===== config.mk =====
export PLATFORM = sky130hd
export DESIGN_NAME = lua_mem_arbiter
export DESIGN_NICKNAME = d
export VERILOG_FILES = /design/src/rtl/lua_cpu_pkg.sv /design/src/rtl/lua_arb_select.sv /design/src/rtl/lua_mem_arbiter.sv
export SDC_FILE = /design/constraint.sdc
export NUM_CORES = 1
export LEC_CHECK = 0
export ABC_AREA = 1
export CORE_AREA = 2 2 131 133
export DETAILED_ROUTE_END_ITERATION = 12
export DIE_AREA = 0 0 133 135
export DONT_BUFFER_PORTS = 1
export PLACE_DENSITY_LB_ADDON = 0.2
export SLEW_MARGIN = 20
export SYNTH_ARGS = -nofsm -noshare
export SYNTH_HDL_FRONTEND = slang
export SYNTH_HIERARCHICAL = 1
export SYNTH_SLANG_ARGS = --single-unit

===== constraint.sdc =====
create_clock -name clk -period 3.62 [get_ports clk]
set_input_delay 0.905 -clock clk [delete_from_list [all_inputs] [get_ports clk]]
set_output_delay 0.905 -clock clk [all_outputs]
set_load 0.05 [all_outputs]

===== src/rtl/lua_cpu_pkg.sv =====
// rtl/lua_cpu_pkg.sv - shared lua_cpu constants: arbiter state encoding, requester indices.
package lua_cpu_pkg;

    localparam logic [0:0] ARB_IDLE  = 1'b0;
    localparam logic [0:0] ARB_GRANT = 1'b1;

    localparam int REQ_IR = 0;
    localparam int REQ_PC = 1;
    localparam int REQ_RF = 2;

    localparam int N_REQ_DEFAULT = 3;

endpackage


===== src/rtl/lua_arb_select.sv =====
// rtl/lua_arb_select.sv - one-hot winner select; LUA_ARB_ROUND_ROBIN_EN picks round-robin over fixed priority.
module lua_arb_select
    import lua_cpu_pkg::*;
#(
    parameter int N_REQ = N_REQ_DEFAULT,
    parameter int IDX_W = $clog2(N_REQ)
) (
    input  logic [N_REQ-1:0] active_i,
`ifdef LUA_ARB_ROUND_ROBIN_EN
    input  logic [IDX_W-1:0] ptr_i,
`endif
    output logic [N_REQ-1:0] winner_o,
    output logic [IDX_W-1:0] winner_idx_o
);

`ifdef LUA_ARB_ROUND_ROBIN_EN
    int j;

    // Walk the ring backwards so the candidate nearest the pointer is assigned last and wins.
    always_comb begin
        winner_o     = '0;
        winner_idx_o = '0;
        j            = 0;
        for (int k = N_REQ - 1; k >= 0; k--) begin
            j = (int'(ptr_i) + k) % N_REQ;
            if (active_i[j]) begin
                winner_o     = '0;
                winner_o[j]  = 1'b1;
                winner_idx_o = IDX_W'(j);
            end
        end
    end
`else
    always_comb begin
        winner_o     = '0;
        winner_idx_o = '0;
        for (int i = N_REQ - 1; i >= 0; i--) begin
            if (active_i[i]) begin
                winner_o     = '0;
                winner_o[i]  = 1'b1;
                winner_idx_o = IDX_W'(i);
            end
        end
    end
`endif

endmodule


===== src/rtl/lua_mem_arbiter.sv =====
// rtl/lua_mem_arbiter.sv - serializing Avalon-MM arbiter for lua_cpu; LUA_ARB_ROUND_ROBIN_EN enables round-robin.
module lua_mem_arbiter
    import lua_cpu_pkg::*;
#(
    parameter int N_REQ  = N_REQ_DEFAULT,
    parameter int ADDR_W = 32,
    parameter int DATA_W = 32
) (
    input  logic                      clk,
    input  logic                      rst,
    input  logic [N_REQ*ADDR_W-1:0]   req_address,
    input  logic [N_REQ*DATA_W-1:0]   req_writedata,
    input  logic [N_REQ-1:0]          req_read,
    input  logic [N_REQ-1:0]          req_write,
    output logic [DATA_W-1:0]         req_readdata,
    output logic [N_REQ-1:0]          req_waitrequest,
    output logic [N_REQ-1:0]          grant,
    output logic                      busy,
    output logic [ADDR_W-1:0]         m_address,
    output logic [DATA_W-1:0]         m_writedata,
    output logic                      m_read,
    output logic                      m_write,
    input  logic [DATA_W-1:0]         m_readdata,
    input  logic                      m_waitrequest
);

    localparam int IDX_W = $clog2(N_REQ);

    logic [0:0]       state_q, state_d;
    logic [N_REQ-1:0] grant_q, grant_d;
    logic [IDX_W-1:0] idx_q, idx_d;
    logic [N_REQ-1:0] active;
    logic [N_REQ-1:0] sel_onehot;
    logic [IDX_W-1:0] sel_idx;
    logic             g_read, g_write, complete;

    assign active = req_read | req_write;

`ifdef LUA_ARB_ROUND_ROBIN_EN
    logic [IDX_W-1:0] ptr_q, ptr_d;

    lua_arb_select #(.N_REQ(N_REQ), .IDX_W(IDX_W)) u_select (
        .active_i     (active),
        .ptr_i        (ptr_q),
        .winner_o     (sel_onehot),
        .winner_idx_o (sel_idx)
    );

    // Next search starts just past the requester that actually completed.
    always_comb begin
        ptr_d = ptr_q;
        if (complete) begin
            ptr_d = (idx_q == IDX_W'(N_REQ - 1)) ? '0 : idx_q + 1'b1;
        end
    end

    always_ff @(posedge clk or posedge rst) begin
        if (rst) ptr_q <= '0;
        else     ptr_q <= ptr_d;
    end
`else
    lua_arb_select #(.N_REQ(N_REQ), .IDX_W(IDX_W)) u_select (
        .active_i     (active),
        .winner_o     (sel_onehot),
        .winner_idx_o (sel_idx)
    );
`endif

    assign busy     = (state_q == ARB_GRANT);
    assign grant    = grant_q;
    assign g_read   = busy & req_read[idx_q];
    assign g_write  = busy & req_write[idx_q];

    // Write takes precedence when a requester raises both strobes.
    assign m_write     = g_write;
    assign m_read      = g_read & ~g_write;
    assign m_address   = busy ? req_address[int'(idx_q)*ADDR_W +: ADDR_W]   : '0;
    assign m_writedata = busy ? req_writedata[int'(idx_q)*DATA_W +: DATA_W] : '0;
    assign complete    = (m_read | m_write) & ~m_waitrequest;

    assign req_readdata    = m_readdata;
    assign req_waitrequest = ~(grant_q & {N_REQ{~m_waitrequest}});

    always_comb begin
        state_d = state_q;
        grant_d = grant_q;
        idx_d   = idx_q;
        if (state_q == ARB_IDLE) begin
            if (|active) begin
                state_d = ARB_GRANT;
                grant_d = sel_onehot;
                idx_d   = sel_idx;
            end
        end else if (complete || !(g_read || g_write)) begin
            state_d = ARB_IDLE;
            grant_d = '0;
        end
    end

    always_ff @(posedge clk or posedge rst) begin
        if (rst) begin
            state_q <= ARB_IDLE;
            grant_q <= '0;
            idx_q   <= '0;
        end else begin
            state_q <= state_d;
            grant_q <= grant_d;
            idx_q   <= idx_d;
        end
    end

endmodule

==> results.sh, run 1 <==
export IMPL_core_area_sq_um=16400
export IMPL_clock_insertion_delay_worst_skew_ns=0.23
export IMPL_mappedNetlistArea_sq_um=2200
export IMPL_leakage_nw=1.13
export IMPL_final_max_slew_violation_count=0
export IMPL_fraction_of_the_mapped_netlist_area_in_simple_logic_gates=0.403
export IMPL_synth_mux_area_frac=0
export IMPL_final_design_area_no_fill_sq_um=2680
export IMPL_regToRegSetupSlack_ns=2.02
export IMPL_grt_overflow_total=0
export IMPL_dominant_combinational_cell_family_by_area_after_synthesis="simple AND/OR/NAND/NOR gates"
export IMPL_clk_pin_slew_worst_paths_ns=0.04
export IMPL_timing_max_slew_rel_slack=0.612
export IMPL_cts_resized=0
export IMPL_worst_r2r_path_depth=7
export IMPL_synth_warnings=6
export IMPL_post_synth_num_cell_types=17
export IMPL_routed_wire_length_per_instance_um=14.4
export IMPL_die_width_um=133
export IMPL_grt_setup_unrepaired="no"
export IMPL_cp_required_ns=2.71
export IMPL_grt_start_max_net_pins=56
export IMPL_timing_final_setup_violations=0
export IMPL_drt_first_iter_violations=115
export IMPL_multi_input_comb_area_sq_um=1550
export IMPL_mostFrequentLayoutCell="nor2_1"
export IMPL_first_global_vias=2613
export IMPL_grt_pass1_wl_mm=13.6
export IMPL_hpwl_mm=7.64
export IMPL_final_antenna_net_count=0
export IMPL_critPathCaptureType="output pin"
export IMPL_syn_inst=451
export IMPL_port_buffers=0
export IMPL_hold_buffers=0
export IMPL_drt_wl_total_mm=9.80
export IMPL_primary_ff_master_synth="dfrtp_1"
export IMPL_path_class="register to output pin"
export IMPL_syn_avg_cell_area_sq_um=4.87
export IMPL_globalplace_congestion=0.744
export IMPL_layout_drive_gt1_share=0.189
export IMPL_ys_top_cells_by_area="nor2_1 23%, buf_4 16%, nand2_1 16%"
export IMPL_tritoncts="built"
export IMPL_layout_common_cells="134 x nor2_1, 91 x nand2_1, 73 x buf_4, 66 x a21oi_1, 66 x o21ai_0"
export IMPL_layout_nets=694
export IMPL_critPathArrivalTime_ns=2.04
export IMPL_route_detailed_vias_per_inst=4.15
export IMPL_die_h_um=135
export IMPL_fillCellCount=1924
export IMPL_floorplan_die_area_sq_um=18000
export IMPL_max_slew_worst_pin_slew_ns=0.581
export IMPL_htree_levels=1
export IMPL_instances_no_fill=682
export IMPL_synthesis_nets=684
export IMPL_async_reset_ff_frac=1.00
export IMPL_number_of_flops_mapped_to_enable_cells_by_yosys=0
export IMPL_number_of_antenna_violations_at_the_first_check_in_global_routing=2
export IMPL_synth_fa_ha_area_frac=0
export IMPL_timing_critical_path_from_type="register"
export IMPL_outcome="finished clean"
export IMPL_power_per_cell_area_nw_per_um2=1180
export IMPL_route_detailed_drc=0
export IMPL_yosys_area_share_xor_xnor=0
export IMPL_regArea_sq_um=153
export IMPL_ys_ff_latch=6
export IMPL_num_io_pins=338
export IMPL_cts_inserted_buffers=3
export IMPL_reg2reg_from="idx_q[1]"
export IMPL_netlist_area_leader_share=0.229
export IMPL_period_share=0.813
export IMPL_synth_largest_area_cell="nor2_1"
export IMPL_dpl_cell_count=676
export IMPL_fin_worst_skew_ns=0.00160
export IMPL_drv_max_cap_violation_count=0
export IMPL_fmax_mhz=340
export IMPL_start_util=0.134
export IMPL_area_growth_synth_to_final_pct=21.7
export IMPL_timing_rr_end="grant[1]"
export IMPL_cts_root_buffer="clkbuf_16"
export IMPL_vias=2833
export IMPL_seq_total_area_yosys=0.0683
export IMPL_dpl_cell_area_sq_um=2590
export IMPL_timing_setup_tns_ns=0
export IMPL_critical_path_startpoint="idx_q[1]"
export IMPL_std_cell_rows=47
export IMPL_total_power_mw=3.16
export IMPL_period_needed_ns=2.94
export IMPL_synth_compound_gate_area_share=0.301
export IMPL_clock_sinks=6
export IMPL_peakVddDrop_uv=389
export IMPL_final_hold_viol_count=0
export IMPL_drtPass1Iterations=7
export IMPL_worst_hold_path_type="input pin to async pin"
export IMPL_grt_total_usage=0.0942
export IMPL_cts_post_setup_buffers_inserted=0
export IMPL_crit_path_max_fanout=37
export IMPL_clock_tree_buffer_depth=2
## state kept, by name, indices dropped and copies added (netlist names)
register,count
grant,3
busy,1
idx_q,2
## layout make-up
type                    count  area share
multi-input cells         363       0.578
inverters                  13      0.0182
flip-flops and latches      6      0.0571
clock buffers               4      0.0295
well taps                 220       0.103
diodes                      2     0.00187
repair buffers             74       0.212
## Yosys cell counts, types with 3 or more instances
master,count
nand2_1,91
o21ai_0,66
inv_1,10
nor2_1,134
clkbuf_1,13
inv_2,3
dfrtp_1,6
a21oi_1,66
buf_2,8
buf_4,47
## power breakdown
part           switching, mW  total (mW)  internal [mW]
sequential            0.0812       0.168         0.0866
combinational           2.07        2.81          0.738
clock                 0.0383       0.184          0.146
total                   2.19        3.16          0.971
## stage by stage
step	hold WS, ns	setup WS, ns	util
2_1_floorplan	0.605	0.210	-
3_3_place_gp	0.736	0.872	0.158
3_5_place_dp	0.738	0.871	0.158
4_1_cts	0.499	0.632	0.163
5_1_grt	0.510	0.521	0.163
6_report	0.490	0.678	0.163
## worst max-delay path by stage
stage | end | slack, ns | cells past startpoint
6_report | m_address[5] | 0.68 | 5
3_3_place_gp | m_address[23] | 0.87 | 5
4_1_cts | m_writedata[0] | 0.63 | 5
2_1_floorplan | m_read | 0.21 | 5
3_5_place_dp | m_writedata[0] | 0.87 | 5
5_1_grt | m_address[5] | 0.52 | 5
## kinds of logic (layout without fill, tap and decap cells)
family | count (synthesis) | after routing
buf+inv | 82 | 91
flops | 6 | 6
other cells | 0 | 2
simple gates | 231 | 231
compound gates | 132 | 132
## critical path: stages (launching register included)
cell	delay [ns]
dfrtp_2	0.73
buf_4	0.50
nor2_1	0.09
o21ai_0	0.16
a21oi_1	0.11
buf_4	0.21
## per-layer routing
metal,wire length (um),part of all wire,GRT usage,vias up
li1,-,-,-,1426
met1,3660,0.37,0.100,1218
met2,5050,0.52,0.181,169
met3,795,0.081,0.0184,20
met4,297,0.030,0.0376,0
met5,0,0,0,-
Note: power is estimated with default switching activity, not from simulation.
==> run 2: changes to the inputs <==
Clock period 3.62 ns to 2.5 ns, I/O delays scaled along.
==> run 2 against run 1 <==
Compared with the run above:
- sequential cell count is the same
- largest cell class unchanged
- via count rose by 6.0%
- non-clock buffer count is 3 higher
- core utilization increased by 0.24 points
- register-to-register slack got worse by 1.0 ns
- total power grew 46%
- clock power rose by 43%
- die area unchanged
- sequential share of layout area shrank 0.084 points
- final area rose by 1.5%
==> results.sh, run 2 (synthesis results as in run 1) <==
export IMPL_fmax_mhz=430
export IMPL_cts_resized=0
export IMPL_seq_power_share=0.042
export IMPL_m1WireLength_mm=3.43
export IMPL_route_detailed_vias_per_inst=4.39
export IMPL_num_io_pins=338
export IMPL_intPower_mw=1.45
export IMPL_std_cell_rows=47
export IMPL_dpl_cell_area_sq_um=2630
export IMPL_grt_pass1_wl_mm=14.1
export IMPL_cts_post_setup_buffers_inserted=0
export IMPL_cell_type_of_the_slowest_stage_on_the_worst_timing_path="dfrtp_2"
export IMPL_cp_top_family="buffers and inverters"
export IMPL_worst_hold_path_type="input pin to async pin"
export IMPL_critPathCaptureType="output pin"
export IMPL_hpwl_mm=7.81
export IMPL_area_growth_synth_to_final_pct=23.5
export IMPL_number_of_antenna_violations_at_the_first_check_in_global_routing=1
export IMPL_globalplace_congestion=0.740
export IMPL_htree_levels=1
export IMPL_grt_total_usage=0.0943
export IMPL_clk_pin_slew_worst_paths_ns=0.03
export IMPL_switching_power_mw=3.18
export IMPL_vias=3004
export IMPL_sequence_of_cells_on_the_critical_path="buf_4, nor2_1, nor2_1, o21ai_0, a21oi_1, buf_4"
export IMPL_clk_network_pwr_share=0.057
export IMPL_final_max_slew_violation_count=0
export IMPL_sw_frac_of_total=0.687
export IMPL_path_class="register to output pin"
export IMPL_drv_max_cap_violation_count=0
export IMPL_combinationalPowerShare=0.901
export IMPL_drtPass1Iterations=4
export IMPL_cp_buffers_inverters=2
export IMPL_layout_common_cells="133 x nor2_1, 91 x nand2_1, 75 x buf_4, 66 x a21oi_1, 66 x o21ai_0"
export IMPL_fin_worst_skew_ns=0.00160
export IMPL_floorplan_die_area_sq_um=18000
export IMPL_routed_wire_length_per_instance_um=14.2
export IMPL_period_share=0.931
export IMPL_max_stage_delay_ns=0.39
export IMPL_critical_path_startpoint="idx_q[0]"
export IMPL_instances_no_fill=684
export IMPL_routed_wl_met2_mm=5.11
export IMPL_final_antenna_net_count=0
export IMPL_layout_drive_gt1_share=0.199
export IMPL_clock_tree_buffer_depth=2
export IMPL_route_detailed_drc=0
export IMPL_grt_start_max_net_pins=65
export IMPL_timing_critical_path_from_type="register"
export IMPL_drt_first_iter_violations=176
export IMPL_grt_setup_unrepaired="no"
export IMPL_first_global_vias=2840
export IMPL_cts_root_buffer="clkbuf_16"
export IMPL_start_util=0.134
export IMPL_final_hold_viol_count=0
export IMPL_critPathArrivalTime_ns=1.70
export IMPL_timing_final_setup_violations=0
export IMPL_clock_sinks=6
export IMPL_drt_wl_total_mm=9.75
export IMPL_crit_path_max_fanout=35
export IMPL_die_h_um=135
export IMPL_mostFrequentLayoutCell="nor2_1"
export IMPL_die_width_um=133
export IMPL_core_area_sq_um=16400
export IMPL_leakage_nw=1.15
export IMPL_tritoncts="built"
export IMPL_layout_nets=697
export IMPL_grt_overflow_total=0
export IMPL_cp_required_ns=1.88
export IMPL_peakVddDrop_uv=513
export IMPL_dr_wl_met3_um=850
export IMPL_largest_register_ffs=3
export IMPL_final_design_area_no_fill_sq_um=2720
export IMPL_cts_inserted_buffers=3
export IMPL_max_slew_worst_pin_slew_ns=0.520
export IMPL_hold_buffers=0
export IMPL_outcome="finished clean"
export IMPL_dpl_cell_count=679
export IMPL_route_top_layer_used="met4"
export IMPL_clock_insertion_delay_worst_skew_ns=0.22
export IMPL_reg2reg_from="idx_q[0]"
export IMPL_total_power_mw=4.62
export IMPL_power_per_cell_area_nw_per_um2=1700
export IMPL_period_needed_ns=2.33
export IMPL_timing_max_slew_rel_slack=0.653
export IMPL_port_buffers=0
run 2: cell type report:
cell class	instances	area (sq um)
flip-flops and latches	6	153
repair buffers	77	603
inverters	13	48.8
fillers	1929	13700
diodes	1	2.50
well taps	220	275
clock buffers	4	78.8
multi-input cells	363	1550
run 2: final timing paths:
path	endpoint	slack, ns	cells after the start
worst max-delay path	m_address[23]	0.17	6
worst min-delay path	busy	0.21	1
worst max register to register	grant[0]	0.99	10
worst min register to register	idx_q[1]	0.66	2
max in group asynchronous	idx_q[0]	2.07	1
min in group clk	busy	0.62	4
run 2: stage by stage:
stage | utilization | hold slack, ns | worst slack, ns | setup TNS [ns]
6_report | 0.165 | 0.213 | 0.172 | 0
3_3_place_gp | 0.161 | 0.453 | 0.428 | 0
5_1_grt | 0.165 | 0.228 | 0.0529 | 0
4_1_cts | 0.165 | 0.220 | 0.164 | 0
2_1_floorplan | - | 0.416 | -0.126 | -5.08
3_5_place_dp | 0.161 | 0.454 | 0.406 | 0
run 2: power groups by stage:
stage | registers [mW] | clock network [mW] | logic, mW
floorplan | 0.219 | 0 | 3.20
global route | 0.201 | 0.277 | 4.44
CTS | 0.197 | 0.266 | 4.19
finish | 0.196 | 0.263 | 4.17
detailed placement | 0.198 | 0 | 4.18
global placement | 0.197 | 0 | 4.15
run 2: per-layer routing:
layer	GRT usage	vias up
li1	-	1431
met1	0.0983	1334
met2	0.183	205
met3	0.0195	34
met4	0.0382	0
met5	0	-
==> run 3: changes to the inputs <==
Settings changed: CTS_BUF_LIST set to sky130_fd_sc_hd__clkbuf_16, SKIP_CTS_REPAIR_TIMING set to 1, SLEW_MARGIN 20 to not set.
==> run 3 against run 2 <==
Compared with the run above:
- clock power fell by 2%
- final area is the same
- cell count is the same
- first-iteration DRC count stayed put
- core utilization stayed put
- critical path depth unchanged
- hold slack about the same
- die area unchanged
- worst setup slack about the same
- sequential share of layout area did not move
- count of clock-buffer cells in the layout shrank 1
- critical path type unchanged
- largest cell class unchanged
==> results.sh, run 3 (synthesis results as in run 1) <==
export IMPL_outcome="finished clean"
export IMPL_final_design_area_no_fill_sq_um=2720
export IMPL_tritoncts="built"
export IMPL_max_stage_delay_ns=0.39
export IMPL_critPathArrivalTime_ns=1.70
export IMPL_dpl_cell_area_sq_um=2630
export IMPL_peakVddDrop_uv=513
export IMPL_grt_setup_unrepaired="no"
export IMPL_clock_tree_buffer_depth=2
export IMPL_layout_nets=697
export IMPL_clock_sinks=6
export IMPL_port_buffers=0
export IMPL_combinationalPowerShare=0.902
export IMPL_clock_insertion_delay_worst_skew_ns=0.22
export IMPL_final_antenna_net_count=0
export IMPL_area_growth_synth_to_final_pct=23.5
export IMPL_timing_max_slew_rel_slack=0.653
export IMPL_first_global_vias=2840
export IMPL_critPathCaptureType="output pin"
export IMPL_die_width_um=133
export IMPL_fillCellCount=1929
export IMPL_drv_max_cap_violation_count=0
export IMPL_grt_total_usage=0.0943
export IMPL_cp_required_ns=1.88
export IMPL_drt_wl_total_mm=9.75
export IMPL_grt_overflow_total=0
export IMPL_hpwl_mm=7.81
export IMPL_cell_type_of_the_slowest_stage_on_the_worst_timing_path="dfrtp_2"
export IMPL_max_slew_worst_pin_slew_ns=0.520
export IMPL_final_max_slew_violation_count=0
export IMPL_largest_register_ffs=3
export IMPL_routed_wire_length_per_instance_um=14.3
export IMPL_power_per_cell_area_nw_per_um2=1700
export IMPL_timing_setup_tns_ns=0
export IMPL_number_of_antenna_violations_at_the_first_check_in_global_routing=1
export IMPL_route_detailed_drc=0
export IMPL_mostFrequentLayoutCell="nor2_1"
export IMPL_htree_levels=1
export IMPL_cts_root_buffer="clkbuf_16"
export IMPL_crit_path_max_fanout=35
export IMPL_grt_start_max_net_pins=65
export IMPL_fin_worst_skew_ns=0.00190
export IMPL_timing_critical_path_from_type="register"
export IMPL_seq_power_share=0.042
export IMPL_num_io_pins=338
export IMPL_worst_hold_path_type="input pin to async pin"
export IMPL_switching_power_mw=3.18
export IMPL_sequence_of_cells_on_the_critical_path="buf_4, nor2_1, nor2_1, o21ai_0, a21oi_1, buf_4"
export IMPL_multi_input_comb_area_sq_um=1550
export IMPL_floorplan_die_area_sq_um=18000
export IMPL_period_needed_ns=2.33
export IMPL_drtPass1Iterations=4
export IMPL_intPower_mw=1.44
export IMPL_regArea_sq_um=153
export IMPL_start_util=0.134
export IMPL_dp_slack_ns=0.406
export IMPL_die_h_um=135
export IMPL_layout_drive_gt1_share=0.199
export IMPL_timing_final_ws_setup_ns=0.172
export IMPL_leakage_nw=1.16
export IMPL_clk_network_pwr_share=0.056
export IMPL_final_hold_viol_count=0
export IMPL_drt_first_iter_violations=176
export IMPL_grt_pass1_wl_mm=14.1
export IMPL_cts_inserted_buffers=3
export IMPL_cp_top_family="buffers and inverters"
export IMPL_layout_common_cells="133 x nor2_1, 91 x nand2_1, 75 x buf_4, 66 x a21oi_1, 66 x o21ai_0"
export IMPL_cp_buffers_inverters=2
export IMPL_regToRegSetupSlack_ns=0.99
export IMPL_total_power_mw=4.62
export IMPL_globalplace_congestion=0.740
export IMPL_route_detailed_vias_per_inst=4.39
export IMPL_timing_final_setup_violations=0
export IMPL_period_share=0.931
export IMPL_fmax_mhz=430
export IMPL_sw_frac_of_total=0.688
export IMPL_layout_core_utilization=0.165
export IMPL_clk_pin_slew_worst_paths_ns=0.04
export IMPL_core_area_sq_um=16400
export IMPL_vias=3004
export IMPL_path_class="register to output pin"
export IMPL_std_cell_rows=47
[run 3: changes by cell type in the layout (fill, tap and decap cells not counted), sizes merged]
| cell | change |
|---|---|
| inv | +1 |
| clkbuf | -1 |
[run 3: path summary, 6_finish.rpt]
kind | from | end | depth (start not counted)
worst max-delay path | idx_q[0] | m_address[23] | 6
worst min-delay path | rst | busy | 1
worst max register to register | idx_q[0] | grant[0] | 10
worst min register to register | idx_q[1] | idx_q[1] | 2
max in group asynchronous | rst | idx_q[0] | 1
min in group clk | m_waitrequest | busy | 4
[run 3: power groups by stage]
stage / combinational (mW) / sequential [mW] / clock (mW)
floorplan: 3.20 / 0.219 / 0
global placement: 4.15 / 0.197 / 0
detailed placement: 4.18 / 0.198 / 0
CTS: 4.19 / 0.197 / 0.262
global route: 4.44 / 0.201 / 0.273
finish: 4.17 / 0.196 / 0.259
[run 3: per-stage QoR]
stage               hold WS [ns]  std cells
floorplan                  0.416        451
global placement           0.453        679
detailed placement         0.454        679
CTS                        0.220        683
global route               0.228        684
finish                     0.212        684
[run 3: per-layer routing]
metal / GRT usage / up-vias / routed length (um)
met5: 0 / - / 0
li1: - / 1431 / -
met2: 0.183 / 205 / 5110
met4: 0.0382 / 0 / 359
met3: 0.0195 / 34 / 850
met1: 0.0983 / 1334 / 3430
[run 3: area by class of cell]
cell class,count,share of cell area
Antenna cell,1,0.000922
Timing Repair Buffer,77,0.222
Tap cell,220,0.101
Sequential cell,6,0.0562
Multi-Input combinational cell,363,0.572
Inverter,13,0.0180
Clock inverter,1,0.00138
Clock buffer,3,0.0276
[run 3: worst register-to-register path, stage by stage (launching register included)]
cell and delay [ns]:
dfrtp_2 0.39, inv_2 0.07, buf_4 0.17, nand2_1 0.06, nand2_1 0.06, a21oi_1 0.26, nand2_1 0.09, nand2_1 0.09
nand2_1 0.09, nand2_1 0.07, nand2_1 0.06
